==> src/rtl/mandel_pkg.sv <==
// Shared widths, scheduler state encoding and the iteration-count to colour palette
// used by the Mandelbrot pixel scheduler.
package mandel_pkg;

  localparam int FRAC_BITS = 23;
  localparam int COORD_W   = 27;
  localparam int ITER_W    = 16;
  localparam int COLOR_W   = 8;

  typedef enum logic [1:0] {
    ST_IDLE,
    ST_LAUNCH,
    ST_WAIT,
    ST_WRITE
  } state_e;

  // Points that reach the limit are inside the set and drawn black; escapees
  // get count+1 so that an immediate escape is still distinguishable from black.
  function automatic logic [COLOR_W-1:0] colour_map(input logic [ITER_W-1:0] count,
                                                    input logic [ITER_W-1:0] max_iter);
    logic [ITER_W-1:0] bumped;
    bumped = count + ITER_W'(1);
    if (count >= max_iter)
      return '0;
    else if (count >= ITER_W'(254))
      return '1;
    else
      return bumped[COLOR_W-1:0];
  endfunction

endpackage

==> src/rtl/mandel_pixel_scheduler_color_map.sv <==
// Combinational palette stage: turns a captured iteration count into a pixel colour.
module mandel_color_map
  import mandel_pkg::*;
(
  input  logic [ITER_W-1:0]  count,
  input  logic [ITER_W-1:0]  max_iter,
  output logic [COLOR_W-1:0] colour
);

  always_comb begin
    colour = colour_map(count, max_iter);
  end

endmodule

==> src/rtl/mandel_pixel_scheduler.sv <==
// Raster walker that launches the iterator once per pixel and writes the resulting
// colour to a linear framebuffer address.
module mandel_pixel_scheduler
  import mandel_pkg::*;
#(
  parameter int H_RES  = 640,
  parameter int V_RES  = 480,
  parameter int ADDR_W = 19
) (
  input  logic                      clk,
  input  logic                      reset,
  input  logic                      start,
  input  logic signed [COORD_W-1:0] cr_min,
  input  logic signed [COORD_W-1:0] ci_max,
  input  logic signed [COORD_W-1:0] step,
  input  logic [ITER_W-1:0]         max_iterations,
  output logic signed [COORD_W-1:0] iter_cr,
  output logic signed [COORD_W-1:0] iter_ci,
  output logic [ITER_W-1:0]         iter_max,
  output logic                      iter_reset,
  input  logic                      iter_done,
  input  logic [ITER_W-1:0]         iter_count,
  output logic [ADDR_W-1:0]         fb_addr,
  output logic [COLOR_W-1:0]        fb_data,
  output logic                      fb_we,
  output logic                      busy,
  output logic                      frame_done
);

  localparam int X_W = (H_RES > 1) ? $clog2(H_RES) : 1;
  localparam int Y_W = (V_RES > 1) ? $clog2(V_RES) : 1;

  state_e                    state_q, state_d;
  logic [X_W-1:0]            x_q, x_d;
  logic [Y_W-1:0]            y_q, y_d;
  logic signed [COORD_W-1:0] cur_cr_q, cur_cr_d;
  logic signed [COORD_W-1:0] cur_ci_q, cur_ci_d;
  logic signed [COORD_W-1:0] cr_min_q, cr_min_d;
  logic signed [COORD_W-1:0] step_q, step_d;
  logic [ITER_W-1:0]         max_q, max_d;
  logic [ITER_W-1:0]         count_q, count_d;
  logic [ADDR_W-1:0]         addr_q, addr_d;
  logic                      frame_done_q, frame_done_d;
  logic [COLOR_W-1:0]        colour;
  logic                      last_x, last_y;

  assign last_x = (x_q == X_W'(H_RES - 1));
  assign last_y = (y_q == Y_W'(V_RES - 1));

  mandel_color_map u_color_map (
    .count    (count_q),
    .max_iter (max_q),
    .colour   (colour)
  );

  always_ff @(posedge clk) begin
    if (reset) begin
      state_q      <= ST_IDLE;
      x_q          <= '0;
      y_q          <= '0;
      cur_cr_q     <= '0;
      cur_ci_q     <= '0;
      cr_min_q     <= '0;
      step_q       <= '0;
      max_q        <= '0;
      count_q      <= '0;
      addr_q       <= '0;
      frame_done_q <= 1'b0;
    end else begin
      state_q      <= state_d;
      x_q          <= x_d;
      y_q          <= y_d;
      cur_cr_q     <= cur_cr_d;
      cur_ci_q     <= cur_ci_d;
      cr_min_q     <= cr_min_d;
      step_q       <= step_d;
      max_q        <= max_d;
      count_q      <= count_d;
      addr_q       <= addr_d;
      frame_done_q <= frame_done_d;
    end
  end

  // A start coinciding with the frame_done pulse is dropped so a held start
  // cannot silently chain frames back to back.
  always_comb begin
    state_d      = state_q;
    x_d          = x_q;
    y_d          = y_q;
    cur_cr_d     = cur_cr_q;
    cur_ci_d     = cur_ci_q;
    cr_min_d     = cr_min_q;
    step_d       = step_q;
    max_d        = max_q;
    count_d      = count_q;
    addr_d       = addr_q;
    frame_done_d = 1'b0;
    unique case (state_q)
      ST_IDLE: begin
        if (start && !frame_done_q) begin
          cr_min_d = cr_min;
          step_d   = step;
          max_d    = max_iterations;
          x_d      = '0;
          y_d      = '0;
          cur_cr_d = cr_min;
          cur_ci_d = ci_max;
          addr_d   = '0;
          state_d  = ST_LAUNCH;
        end
      end
      ST_LAUNCH: state_d = ST_WAIT;
      ST_WAIT: begin
        if (iter_done) begin
          count_d = iter_count;
          state_d = ST_WRITE;
        end
      end
      ST_WRITE: begin
        addr_d = addr_q + ADDR_W'(1);
        if (last_x) begin
          x_d      = '0;
          y_d      = y_q + Y_W'(1);
          cur_cr_d = cr_min_q;
          cur_ci_d = cur_ci_q - step_q;
        end else begin
          x_d      = x_q + X_W'(1);
          cur_cr_d = cur_cr_q + step_q;
        end
        if (last_x && last_y) begin
          frame_done_d = 1'b1;
          state_d      = ST_IDLE;
        end else begin
          state_d = ST_LAUNCH;
        end
      end
      default: state_d = ST_IDLE;
    endcase
  end

  // Coordinates only advance on leaving WRITE, so they stay steady for the whole pixel.
  always_comb begin
    iter_cr    = cur_cr_q;
    iter_ci    = cur_ci_q;
    iter_max   = max_q;
    iter_reset = (state_q != ST_WAIT);
    fb_we      = (state_q == ST_WRITE);
    fb_addr    = addr_q;
    fb_data    = (state_q == ST_WRITE) ? colour : '0;
    busy       = (state_q != ST_IDLE);
    frame_done = frame_done_q;
  end

endmodule
==> config.mk <==
export PLATFORM = sky130hd
export DESIGN_NAME = mandel_pixel_scheduler
export DESIGN_NICKNAME = d
export VERILOG_FILES = /design/src/rtl/mandel_pkg.sv /design/src/rtl/mandel_pixel_scheduler_color_map.sv /design/src/rtl/mandel_pixel_scheduler.sv
export SDC_FILE = /design/constraint.sdc
export NUM_CORES = 1
export LEC_CHECK = 0
export CORE_UTILIZATION = 50
export CTS_CLUSTER_SIZE = 14
export DETAILED_ROUTE_END_ITERATION = 10
export PLACE_DENSITY = 0.79
export SLEW_MARGIN = 20
export SYNTH_ARGS = -nofsm -noshare
export SYNTH_HDL_FRONTEND = slang
export SYNTH_HIERARCHICAL = 1
export SYNTH_SLANG_ARGS = --single-unit
==> constraint.sdc <==
create_clock -name clk -period 2.8 [get_ports clk]
set_input_delay 0.56 -clock clk [delete_from_list [all_inputs] [get_ports clk]]
set_output_delay 0.56 -clock clk [all_outputs]
set_load 0.01 [all_outputs]
==> After elaboration in Yosys (flattened, before gate mapping) <==
Index checks and enable logic that the tools add are counted.
{ "totals": {"register_bits": 181, "inputBits": 117, "output_inout_bits": 101, "elab_cells": 63} }
{ "op_classes": {"addsub": 6, "order_cmp": 2, "n_eq_ne": 9, "n_mux": 22, "n_bitwise": 1, "reduce_logical": 12} }
{ "op_table": {"columns": ["operator", "count"], "rows": [
  ["$mux W27", 4],
  ["$pmux W27 S2", 2],
  ["$pmux W19 S2", 1],
  ["$add A27 B27 Y27", 1],
  ["$sub A27 B27 Y27", 1],
  ["$mux W8", 3],
  ["$mux W10", 2],
  ["$pmux W10 S2", 1],
  ["$add A19 B1 Y19 const B", 1],
  ["$mux W19", 1],
  ["$mux W9", 2],
  ["$pmux W9 S2", 1],
  ["$ge A16 B16 Y1", 1],
  ["$ge A16 B8 Y1 const B", 1],
  ["$add A10 B1 Y10 const B", 1],
  ["$eq A10 B10 Y1 const B", 1],
  ["$add A9 B1 Y9 const B", 1],
  ["$eq A9 B9 Y1 const B", 1],
  ["$add A8 B1 Y8 const B", 1],
  ["$pmux W2 S4", 1],
  ["$reduce_and A2 Y1", 4],
  ["$ne A2 B2 Y1 const B", 3],
  ["$eq A2 B2 Y1 const B", 2],
  ["$mux W2", 2],
  ["other kinds (10)", 13]
]} }

==> Longest topological paths before layout <==
Gate-level depths: netlist (run 1).
{ "depth": {"word_depth": 4, "ltp_mapped": 11} }

==> Hierarchy <==
Netlist (run 1), hierarchy kept.
{ "by_module_without_submodules": {"columns": ["module", "instances", "cells_each", "area_per_inst_um2", "seq_area_each_um2"], "rows": [
  ["mandel_pixel_scheduler", 1, 1368, 10377.5, 3623.5],
  ["mandel_color_map", 1, 83, 643.1, 0.0]
]} }

==> Least setup slack after synthesis (run 1) <==
OpenSTA, ideal clock, no wires.
{ "synth_path": {"path_type": "register to register", "startpoint": "register cur_ci_q[0], in the netlist iter_ci[0]", "endpoint": "register cur_ci_q[14], in the netlist iter_ci[14]", "setup_ns": 0.086, "t_arrival_ns": 2.556, "required_time_ns": 2.714, "path_slack_ns": 0.159, "stages_incl_launch_ff": 12, "n_path_buf": 0, "synth_period_minus_slack_ns": 2.641, "cell_sequence": "dfxtp_1 -> inv_1 -> ha_1 -> inv_1 -> fa_1 -> a21o_1 -> a221oi_2 -> o21a_1 -> o21ai_0 -> o31ai_1 -> mux2_2 -> a211oi_1"} }
{ "synth_via": {"elab_chain_len": 3} }
{ "synth_lines": {"columns": ["element", "line", "text"], "rows": [
  ["start: declaration", "mandel_pixel_scheduler.sv:37", "logic signed [COORD_W-1:0] cur_ci_q, cur_ci_d;"],
  ["start signal: assignment", "mandel_pixel_scheduler.sv:74", "cur_ci_q <= cur_ci_d;"],
  ["$sub A27 B27 Y27", "mandel_pixel_scheduler.sv:125", "cur_ci_d = cur_ci_q - step_q;"],
  ["$mux W27", "mandel_pixel_scheduler.sv:121", "if (last_x) begin"],
  ["$pmux W27 S2", "mandel_pixel_scheduler.sv:98", "unique case (state_q)"]
]} }
Every way passes these cells. The select of a mux whose other input is x is not followed.
A chain may end at the register's enable or synchronous reset.

==> Final worst setup path (run 1) <==
{ "layout_path": {"startpoint": "register max_q[14], in the netlist iter_max[14]", "endpoint": "output fb_data[5]"} }
{ "layout_via": {"elab_chain_len": 3} }
{ "layout_lines": {"columns": ["element", "line", "text"], "rows": [
  ["start: declaration", "mandel_pixel_scheduler.sv:40", "logic [ITER_W-1:0] max_q, max_d;"],
  ["start signal: assignment", "mandel_pixel_scheduler.sv:77", "max_q <= max_d;"],
  ["$ge A16 B16 Y1", "mandel_pkg.sv:23", "if (count >= max_iter)"],
  ["$mux W8", "mandel_pkg.sv:23", null],
  ["net colour[5]", "mandel_pixel_scheduler.sv:44", "logic [COLOR_W-1:0] colour;"],
  ["$mux W8", "mandel_pixel_scheduler.sv:149", "fb_data = (state_q == ST_WRITE) ? colour : '0;"],
  ["end: declaration", "mandel_pixel_scheduler.sv:24", "output logic [COLOR_W-1:0] fb_data,"]
]} }
The timed path passes the listed nets, and every way through them passes these cells.

==> results of run 1 <==
==> kinds of logic after synthesis <==
family,after synthesis,share of synthesized area
compound gates,427,0.239
buf+inv,138,0.0497
fa+ha+maj,79,0.0911
flops,181,0.329
simple gates,547,0.227
xor+xnor,70,0.0556
mux,9,0.00840
==> per-stage QoR <==
step	instance area, µm²	std cells	power, µW	hold WS [ps]	TNS (ps)
after floorplan	11000	1451	7830	432	0
after global placement	13700	1921	10200	438	0
after detailed placement	13700	1921	10300	442	-349
after CTS	14400	1958	12800	428	-846
after global routing	14600	1966	14000	438	-2190
final	14600	1966	13200	438	-1540
==> critical path: stages (launching register included) <==
cell and delay, ps:
dfxtp_2 340, inv_2 50, ha_4 260, nand4_1 170, buf_4 190, a311oi_1 220, a211o_1 380, a211oi_1 100
and2_1 180, buf_2 130
==> worst paths after layout <==
path / slack (ps) / endpoint / start
worst max register to register: -10 / iter_ci[22]$_SDFFE_PP0P_ / step_q[0]$_SDFFE_PP0P_
worst max-delay path: -210 / fb_data[5] / iter_max[14]$_SDFFE_PP0P_
worst min-delay path: 440 / iter_cr[19]$_SDFFE_PP0P_ / reset
worst min register to register: 450 / cr_min_q[23]$_SDFFE_PP0P_ / cr_min_q[23]$_SDFFE_PP0P_
==> routing by layer <==
layer / share of wire / wire, µm
met3: 0.063 / 2190
met5: 0.00038 / 13
met4: 0.027 / 926
met1: 0.43 / 14900
met2: 0.48 / 16400
==> Yosys cell counts (5+ instances only) <==
cell      number
a211oi_1      30
a21o_1        18
a21oi_1      198
a22oi_1       14
a311oi_1      11
a31oi_1        7
and2_1        15
and3_1        19
and4_1         5
buf_1          6
buf_2          9
clkbuf_1      58
dfxtp_1      181
ha_1          77
inv_1         62
mux2i_1        7
nand2_1      262
nand2b_1      13
nand3_1       40
nand3b_1       5
nand4_1       23
nor2_1       106
nor2b_1        6
nor3_1        19
o211ai_1      24
o21a_1         9
o21ai_0       70
o31ai_1        5
or3_1          7
xnor2_1       29
xor2_1        41
==> layout make-up <==
type                            count  area [µm²]  area share
Inverter                           62         233      0.0160
Tap cell                          275         344      0.0236
Timing Repair Buffer              285        2700       0.185
Clock inverter                     11         118     0.00806
Clock buffer                       20         447      0.0306
Multi-Input combinational cell   1132        7110       0.487
Sequential cell                   181        3640       0.250
==> what timing repair did <==
item                       CTS  global route
setup endpoints to repair    9            16
setup buffers                6             8
pin swaps                   17            22
gates resized for setup     56            39
==> state kept, by name, summed over array words and instances (netlist names) <==
name and cells:
frame_done 1, iter_max 16, iter_ci 27, x_q 10
step_q 27, cr_min_q 27, state_q 2, iter_cr 27
y_q 9, fb_addr 19, count_q 16
==> power groups by stage <==
stage | Combinational (µW) | Clock, µW | Sequential [µW]
detailed placement | 6790 | 0 | 3500
floorplan | 4320 | 0 | 3510
global route | 8000 | 2490 | 3520
global placement | 6670 | 0 | 3490
finish | 7390 | 2360 | 3470
CTS | 7000 | 2380 | 3450
==> results.yml, run 1 <==
clock_network:
  tritoncts: "yes"
  cts_buffer_depth: 2
  h-tree-depth: 4
  cts_root_buf: "clkbuf_16"
  clk_pin_slew_ps: 70
  cts_buffers: 17
  cts_num_sinks: 181
  hold_buffers: 0
  clk_latency_ps: 440
pwr:
  seqPwrFrac: 0.262
  powerDensity_mw_per_mm2: 906
  switching_share: 0.425
  internal-power_uw: 7600
  p_sw_uw: 5620
  p_clk_frac: 0.179
  pwr-share-comb: 0.559
  p_leak_uw: 0.00559
  irDropWorstVdd_mv: 0.511
critical_path:
  cp-end-kind: "output pin"
  critPathMaxFanout: 8
  startpoint_type: "register"
  ff2ff_path_depth: 11
  crit_type: "register to output pin"
  cp.arrival_ps: 2450
  critPathRequiredTime_ps: 2240
sta:
  clock_skew_ps: 9.87
  finalMaxSlewViolations: 0
  slew-limit-headroom: 0.528
  worst_slew_pin_slew_ps: 708
  hold_viol: 0
  setup_viol: 9
  fmax_mhz: 332
  rsz0062_at_grt: "true"
  min_period_over_period: 1.08
  min_period_ps: 3010
  layout_setup_ws_ps: -211
floorplan:
  ios: 218
  start_util: 0.518
  fp.dieH_um: 150
  core_mm2: 0.0213
  fp.dieW_um: 150
  dieArea_mm2: 0.0226
  num_rows: 53
route:
  vias: 11537
  drtIter0Drc: 775
  ant_nets: 0
  dr.pass1.iters: 5
  drcViolationCount: 0
  wl_um: 34500
  wire_per_inst_um: 17.5
  via_per_inst: 5.87
status:
  status: "finished with violations"
  violations: "setup timing"
placed_design:
  place_congestion: 0.938
  port_buffers: 217
  place_ws_ps: -68.3
  dpl.hpwl_um: 24900
grt:
  overflow: 0
  busiest_layer: "met2"
  grt_first_pass_wirelength_um: 53000
  antenna_found_initial: 1
  grt_pass1_vias: 10608
  met3_usage: 0.0533
  grt_use_met1: 0.386
  grt_max_degree: 95
  grt.met2_usage: 0.491
  grt_usage: 0.297
logic_synthesis:
  synth.distinct_cells: 75
  yosys.area.top_type: "dfxtp_1"
  ys_ff_latch: 181
  ys_warn_count: 6
  netlist_top_cells_area: "dfxtp_1, a21oi_1, nand2_1"
  synth_nets: 1647
  synthFlopType: "dfxtp_1"
  postSynthCellCount: 1451
  synth_edf_count: 0
  avgSynthCellArea_um2: 7.60
  netlist_area_mm2: 0.0110
  synth_top_area_frac: 0.329
  yosysSeqAreaShare: 0.329
  synthArstFlopShare: 0
final_layout:
  nets: 1875
  antenna_cells: 0
  finalCoreUtilization: 0.685
  final_cell_mix: "nand2_1, clkdlybuf4s50_1, a21oi_1"
  final_common_cell: "nand2_1"
  drive_gt1_frac: 0.108
  fill_cells: 1792
  synthToLayoutAreaGrowth_pct: 32.4
flow_run:
  drv_cap: 0
worst_hold_path:
  hold_class: "input port to register"
  min_path_cells: 2
(Power assumes the default switching activity.)
==> inputs of run 2 (changes only) <==
==> constraint.sdc (replaced) <==
create_clock -name clk -period 2.8 [get_ports clk]
set_input_delay 0.56 -clock clk [delete_from_list [all_inputs] [get_ports clk]]
set_output_delay 0.56 -clock clk [all_outputs]
set_load 0.05 [all_outputs]
==> run 2 against run 1 <==
Net effect:
- the flow still finishes with violations (setup timing)
- flip-flop and latch count is the same
- largest power group unchanged
- die area is the same
- routed wire length grew 3.6%
- global-route usage grew 1.2 points
- first-iteration DRC count shrank 1.3%
- non-clock buffer count shrank 6
- combinational power grew 12%
==> results.yml, run 2 (synthesis results as in run 1) <==
grt:
  grt_pass1_vias: 10778
  grt_first_pass_wirelength_um: 54700
  antenna_found_initial: 1
  grt_max_degree: 79
  overflow: 0
  grt_usage: 0.309
critical_path:
  crit_type: "register to output pin"
  cp_num_cells: 8
  regToRegEndpoint: "iter_ci[22]$_SDFFE_PP0P_"
  cp-end-kind: "output pin"
  crit_chain: "ha_4 -> nand4_1 -> or2_1 -> o32ai_4 -> buf_6 -> a211oi_2 -> and2_4 -> buf_12"
  cp_slowest_cell: "dfxtp_1"
  regToRegStartpoint: "iter_ci[0]$_SDFFE_PP0P_"
  crit_family: "simple AND/OR/NAND/NOR gates"
  ff2ff_path_depth: 11
  startpoint_type: "register"
  critPathMaxFanout: 5
  regToRegSetupSlack_ps: 150
  critPathRequiredTime_ps: 2240
  crit_buf_inv: 2
  cp.arrival_ps: 2470
  critPathMaxStageDelay_ps: 390
route:
  drcViolationCount: 0
  wl_um: 35700
  dr.pass1.iters: 5
  ant_nets: 0
  via_per_inst: 5.96
  vias: 11683
  wire_per_inst_um: 18.2
  drtIter0Drc: 765
pwr:
  switching_share: 0.471
  internal-power_uw: 7530
  powerDensity_mw_per_mm2: 962
  seqPwrFrac: 0.246
  irDropWorstVdd_mv: 0.554
  p_clk_frac: 0.172
  p_leak_uw: 0.00562
  pwr-share-comb: 0.583
  p_sw_uw: 6720
worst_hold_path:
  hold_start: "cr_min_q[11]$_SDFFE_PP0P_"
  hold_class: "register to register"
  min_path_cells: 2
  min_to: "cr_min_q[11]$_SDFFE_PP0P_"
sta:
  layout_setup_ws_ps: -231
  fmax_mhz: 330
  worst_slew_pin_slew_ps: 971
  slew-limit-headroom: 0.350
  min_period_ps: 3030
  final.setup.tns_ps: -1740
  hold_viol: 0
  setup_viol: 8
  finalMaxSlewViolations: 0
  clock_skew_ps: 15.1
  min_period_over_period: 1.08
  rsz0062_at_grt: "true"
clock_network:
  tritoncts: "yes"
  cts_num_sinks: 181
  cts_buffers: 17
  clk_latency_ps: 440
  clk_pin_slew_ps: 80
  cts_buffer_depth: 2
  cts_root_buf: "clkbuf_16"
  hold_buffers: 0
  h-tree-depth: 4
final_layout:
  final_cell_mix: "nand2_1, clkdlybuf4s50_1, a21oi_1"
  antenna_cells: 0
  nets: 1869
  multi_input_area_mm2: 0.00718
  drive_gt1_frac: 0.120
  synthToLayoutAreaGrowth_pct: 34.3
  seq_area_mm2: 0.00366
  final_common_cell: "nand2_1"
  fill_cells: 1727
  fin_cells: 1961
status:
  violations: "setup timing"
  status: "finished with violations"
floorplan:
  dieArea_mm2: 0.0226
  fp.dieH_um: 150
  core_mm2: 0.0213
  num_rows: 53
  fp.dieW_um: 150
  start_util: 0.518
  ios: 218
flow_run:
  drv_cap: 0
placed_design:
  port_buffers: 217
  place_inst: 1902
  place_congestion: 0.911
  dpl.hpwl_um: 25200
  place_ws_ps: 35.0
-- run 2: cell types whose count changed in the layout (fill, tap and decap cells not counted), sizes merged, moves of 2 or more --
cell    change
clkbuf      -3
inv         +2
clkinv      +4
buf         -6
-- run 2: area by class of cell --
type,count,area share
Tap cell,275,0.0232
Inverter,62,0.0159
Multi-Input combinational cell,1132,0.485
Sequential cell,181,0.247
Clock inverter,15,0.0119
Clock buffer,17,0.0287
Timing Repair Buffer,279,0.188
-- run 2: metal layers --
metal  global-route usage  part of all wire  vias to the layer above
li1                     -                 -                     5580
met1                0.397              0.42                     5501
met2                0.514              0.48                      506
met3               0.0506             0.072                       94
met4                0.124             0.033                        2
met5                    0           0.00036                        -
-- run 2: repair_timing --
action	4_1_cts	5_1_grt
endpoints found under the hold margin	0	0
buffers inserted	11	17
resized for setup	51	38
pin swaps	13	17
endpoints found under the setup margin	9	16
-- run 2: per-stage QoR --
step | utilization | cell area (µm²) | power (µW) | hold slack [ps]
after global placement | 0.642 | 13700 | 11100 | 438
final | 0.696 | 14800 | 14200 | 451
after floorplan | - | 11000 | 8720 | 432
after global routing | 0.696 | 14800 | 15100 | 467
after detailed placement | 0.642 | 13700 | 11200 | 442
after CTS | 0.681 | 14500 | 13800 | 452
-- run 2: tightest hold or removal path, cell delays in order (launching register included) --
cell and delay [ps]:
dfxtp_1 310, nand2_1 50, a21oi_1 50
-- run 2: how the worst max path moves through the flow --
stage | end | slack [ps] | startpoint
2_1_floorplan | fb_data[0] | 40 | iter_max[14]$_SDFFE_PP0P_
3_3_place_gp | iter_ci[14]$_SDFFE_PP0P_ | 100 | iter_ci[0]$_SDFFE_PP0P_
3_5_place_dp | iter_ci[14]$_SDFFE_PP0P_ | 40 | step_q[0]$_SDFFE_PP0P_
4_1_cts | fb_data[3] | -170 | iter_max[3]$_SDFFE_PP0P_
5_1_grt | fb_data[3] | -270 | count_q[9]$_SDFFE_PP0P_
6_report | fb_data[3] | -230 | count_q[15]$_SDFFE_PP0P_
-- run 2: power by group through the flow --
stage | Combinational (µW) | Sequential (µW) | Clock [µW]
5_1_grt | 8930 | 3550 | 2580
4_1_cts | 7900 | 3480 | 2470
3_5_place_dp | 7640 | 3530 | 0
6_report | 8300 | 3500 | 2450
3_3_place_gp | 7580 | 3510 | 0
2_1_floorplan | 4410 | 4310 | 0
==> inputs of run 3 (changes only) <==
--- a/config.mk
+++ b/config.mk
@@ -9,6 +9,7 @@
 export CTS_CLUSTER_SIZE = 14
 export DETAILED_ROUTE_END_ITERATION = 10
 export PLACE_DENSITY = 0.79
+export REMOVE_ABC_BUFFERS = 1
 export SLEW_MARGIN = 20
 export SYNTH_ARGS = -nofsm -noshare
 export SYNTH_HDL_FRONTEND = slang
==> run 3 against run 2 <==
Net effect:
- the flow still finishes with violations (setup timing)
- cell count rose by 0.36%
- combinational power rose by 1%
- die area did not move
- design area barely moved
- critical path depth did not move
- highest routed layer unchanged
==> results.yml, run 3 (synthesis results as in run 1) <==
sta:
  final.setup.tns_ps: -1970
  clock_skew_ps: 12.4
  hold_viol: 0
  min_period_ps: 3060
  worst_slew_pin_slew_ps: 693
  rsz0062_at_grt: "true"
  layout_setup_ws_ps: -261
  setup_viol: 8
  slew-limit-headroom: 0.538
  finalMaxSlewViolations: 0
  fmax_mhz: 327
  min_period_over_period: 1.09
final_layout:
  antenna_cells: 0
  final_cell_mix: "nand2_1, clkdlybuf4s50_1, a21oi_1"
  drive_gt1_frac: 0.118
  nets: 1876
  multi_input_area_mm2: 0.00714
  fill_cells: 1735
  synthToLayoutAreaGrowth_pct: 34.3
  final_common_cell: "nand2_1"
  seq_area_mm2: 0.00366
floorplan:
  fp.dieW_um: 150
  num_rows: 53
  dieArea_mm2: 0.0226
  start_util: 0.518
  fp.dieH_um: 150
  ios: 218
  core_mm2: 0.0213
route:
  vias: 11723
  dr.pass1.iters: 5
  drcViolationCount: 0
  drtIter0Drc: 838
  wire_per_inst_um: 18.5
  wl_um: 36500
  ant_nets: 0
  via_per_inst: 5.96
clock_network:
  clk_latency_ps: 440
  tritoncts: "yes"
  cts_buffer_depth: 2
  cts_root_buf: "clkbuf_16"
  cts_num_sinks: 181
  cts_buffers: 17
  h-tree-depth: 4
  clk_pin_slew_ps: 70
  hold_buffers: 0
critical_path:
  startpoint_type: "register"
  critPathRequiredTime_ps: 2240
  critPathMaxFanout: 8
  crit_type: "register to output pin"
  cp.arrival_ps: 2500
  cp-end-kind: "output pin"
grt:
  antenna_found_initial: 1
  grt_pass1_vias: 11011
  grt_first_pass_wirelength_um: 56400
  grt_max_degree: 116
  overflow: 0
  grt_usage: 0.320
flow_run:
  drv_cap: 0
status:
  violations: "setup timing"
  status: "finished with violations"
pwr:
  powerDensity_mw_per_mm2: 965
  p_leak_uw: 0.00565
  irDropWorstVdd_mv: 0.538
  fin_total_pwr_uw: 14300
placed_design:
  place_congestion: 0.965
  dpl.hpwl_um: 25800
  port_buffers: 217
worst_hold_path:
  hold_class: "register to register"
run 3: path summary, 6_finish.rpt:
| check | start | slack, ps | depth (start not counted) | end |
|---|---|---|---|---|
| min | cr_min_q[17]$_SDFFE_PP0P_ | 450 | 2 | cr_min_q[17]$_SDFFE_PP0P_ |
| max reg2reg | iter_ci[0]$_SDFFE_PP0P_ | 30 | 12 | iter_ci[22]$_SDFFE_PP0P_ |
| min reg2reg | cr_min_q[17]$_SDFFE_PP0P_ | 450 | 2 | cr_min_q[17]$_SDFFE_PP0P_ |
| max | count_q[9]$_SDFFE_PP0P_ | -260 | 8 | fb_data[4] |
run 3: worst max-delay path, cell delays in order, from the launching register on:
cell and delay (ps):
dfxtp_1 360, ha_4 280, nand4_1 220, or2_1 320, o32ai_4 300, buf_12 170, a211oi_2 40, and2_1 210
buf_12 150
run 3: per-stage QoR:
stage / util / hold WS (ps) / area, µm² / setup slack (ps) / instances
4_1_cts: 0.684 / 457 / 14600 / -159 / 1961
3_5_place_dp: 0.645 / 446 / 13700 / -9.81 / 1912
2_1_floorplan: - / 426 / 10700 / -2180 / 1375
5_1_grt: 0.695 / 471 / 14800 / -335 / 1968
3_3_place_gp: 0.645 / 438 / 13700 / 108 / 1912
6_report: 0.695 / 454 / 14800 / -261 / 1968
run 3: area by class of cell:
cell class | instances | share of cell area
multi-input cells | 1132 | 0.482
flip-flops and latches | 181 | 0.247
well taps | 275 | 0.0232
clock buffers | 20 | 0.0308
inverters | 62 | 0.0159
clock inverters | 12 | 0.00803
repair buffers | 286 | 0.193
run 3: power by group:
group / leakage (µW) / internal [µW] / total (µW) / switching [µW]
Clock: 0.000280 / 1290 / 2390 / 1100
Combinational: 0.00389 / 3330 / 8380 / 5060
Sequential: 0.00149 / 3050 / 3510 / 458
Total: 0.00565 / 7670 / 14300 / 6610
run 3: timing repair:
action                                  4_1_cts  5_1_grt
buffers inserted                             17        7
endpoints found under the setup margin        9       15
pin swaps                                    18       14
gates resized for setup                      36       41
run 3: layer usage:
| layer | part of all wire | vias up | global-route usage | wire, µm |
|---|---|---|---|---|
| li1 | - | 5604 | - | - |
| met1 | 0.44 | 5601 | 0.429 | 16100 |
| met2 | 0.47 | 443 | 0.527 | 17200 |
| met3 | 0.059 | 73 | 0.0400 | 2140 |
| met4 | 0.028 | 2 | 0.112 | 1020 |
| met5 | 0.00036 | - | 0 | 13 |
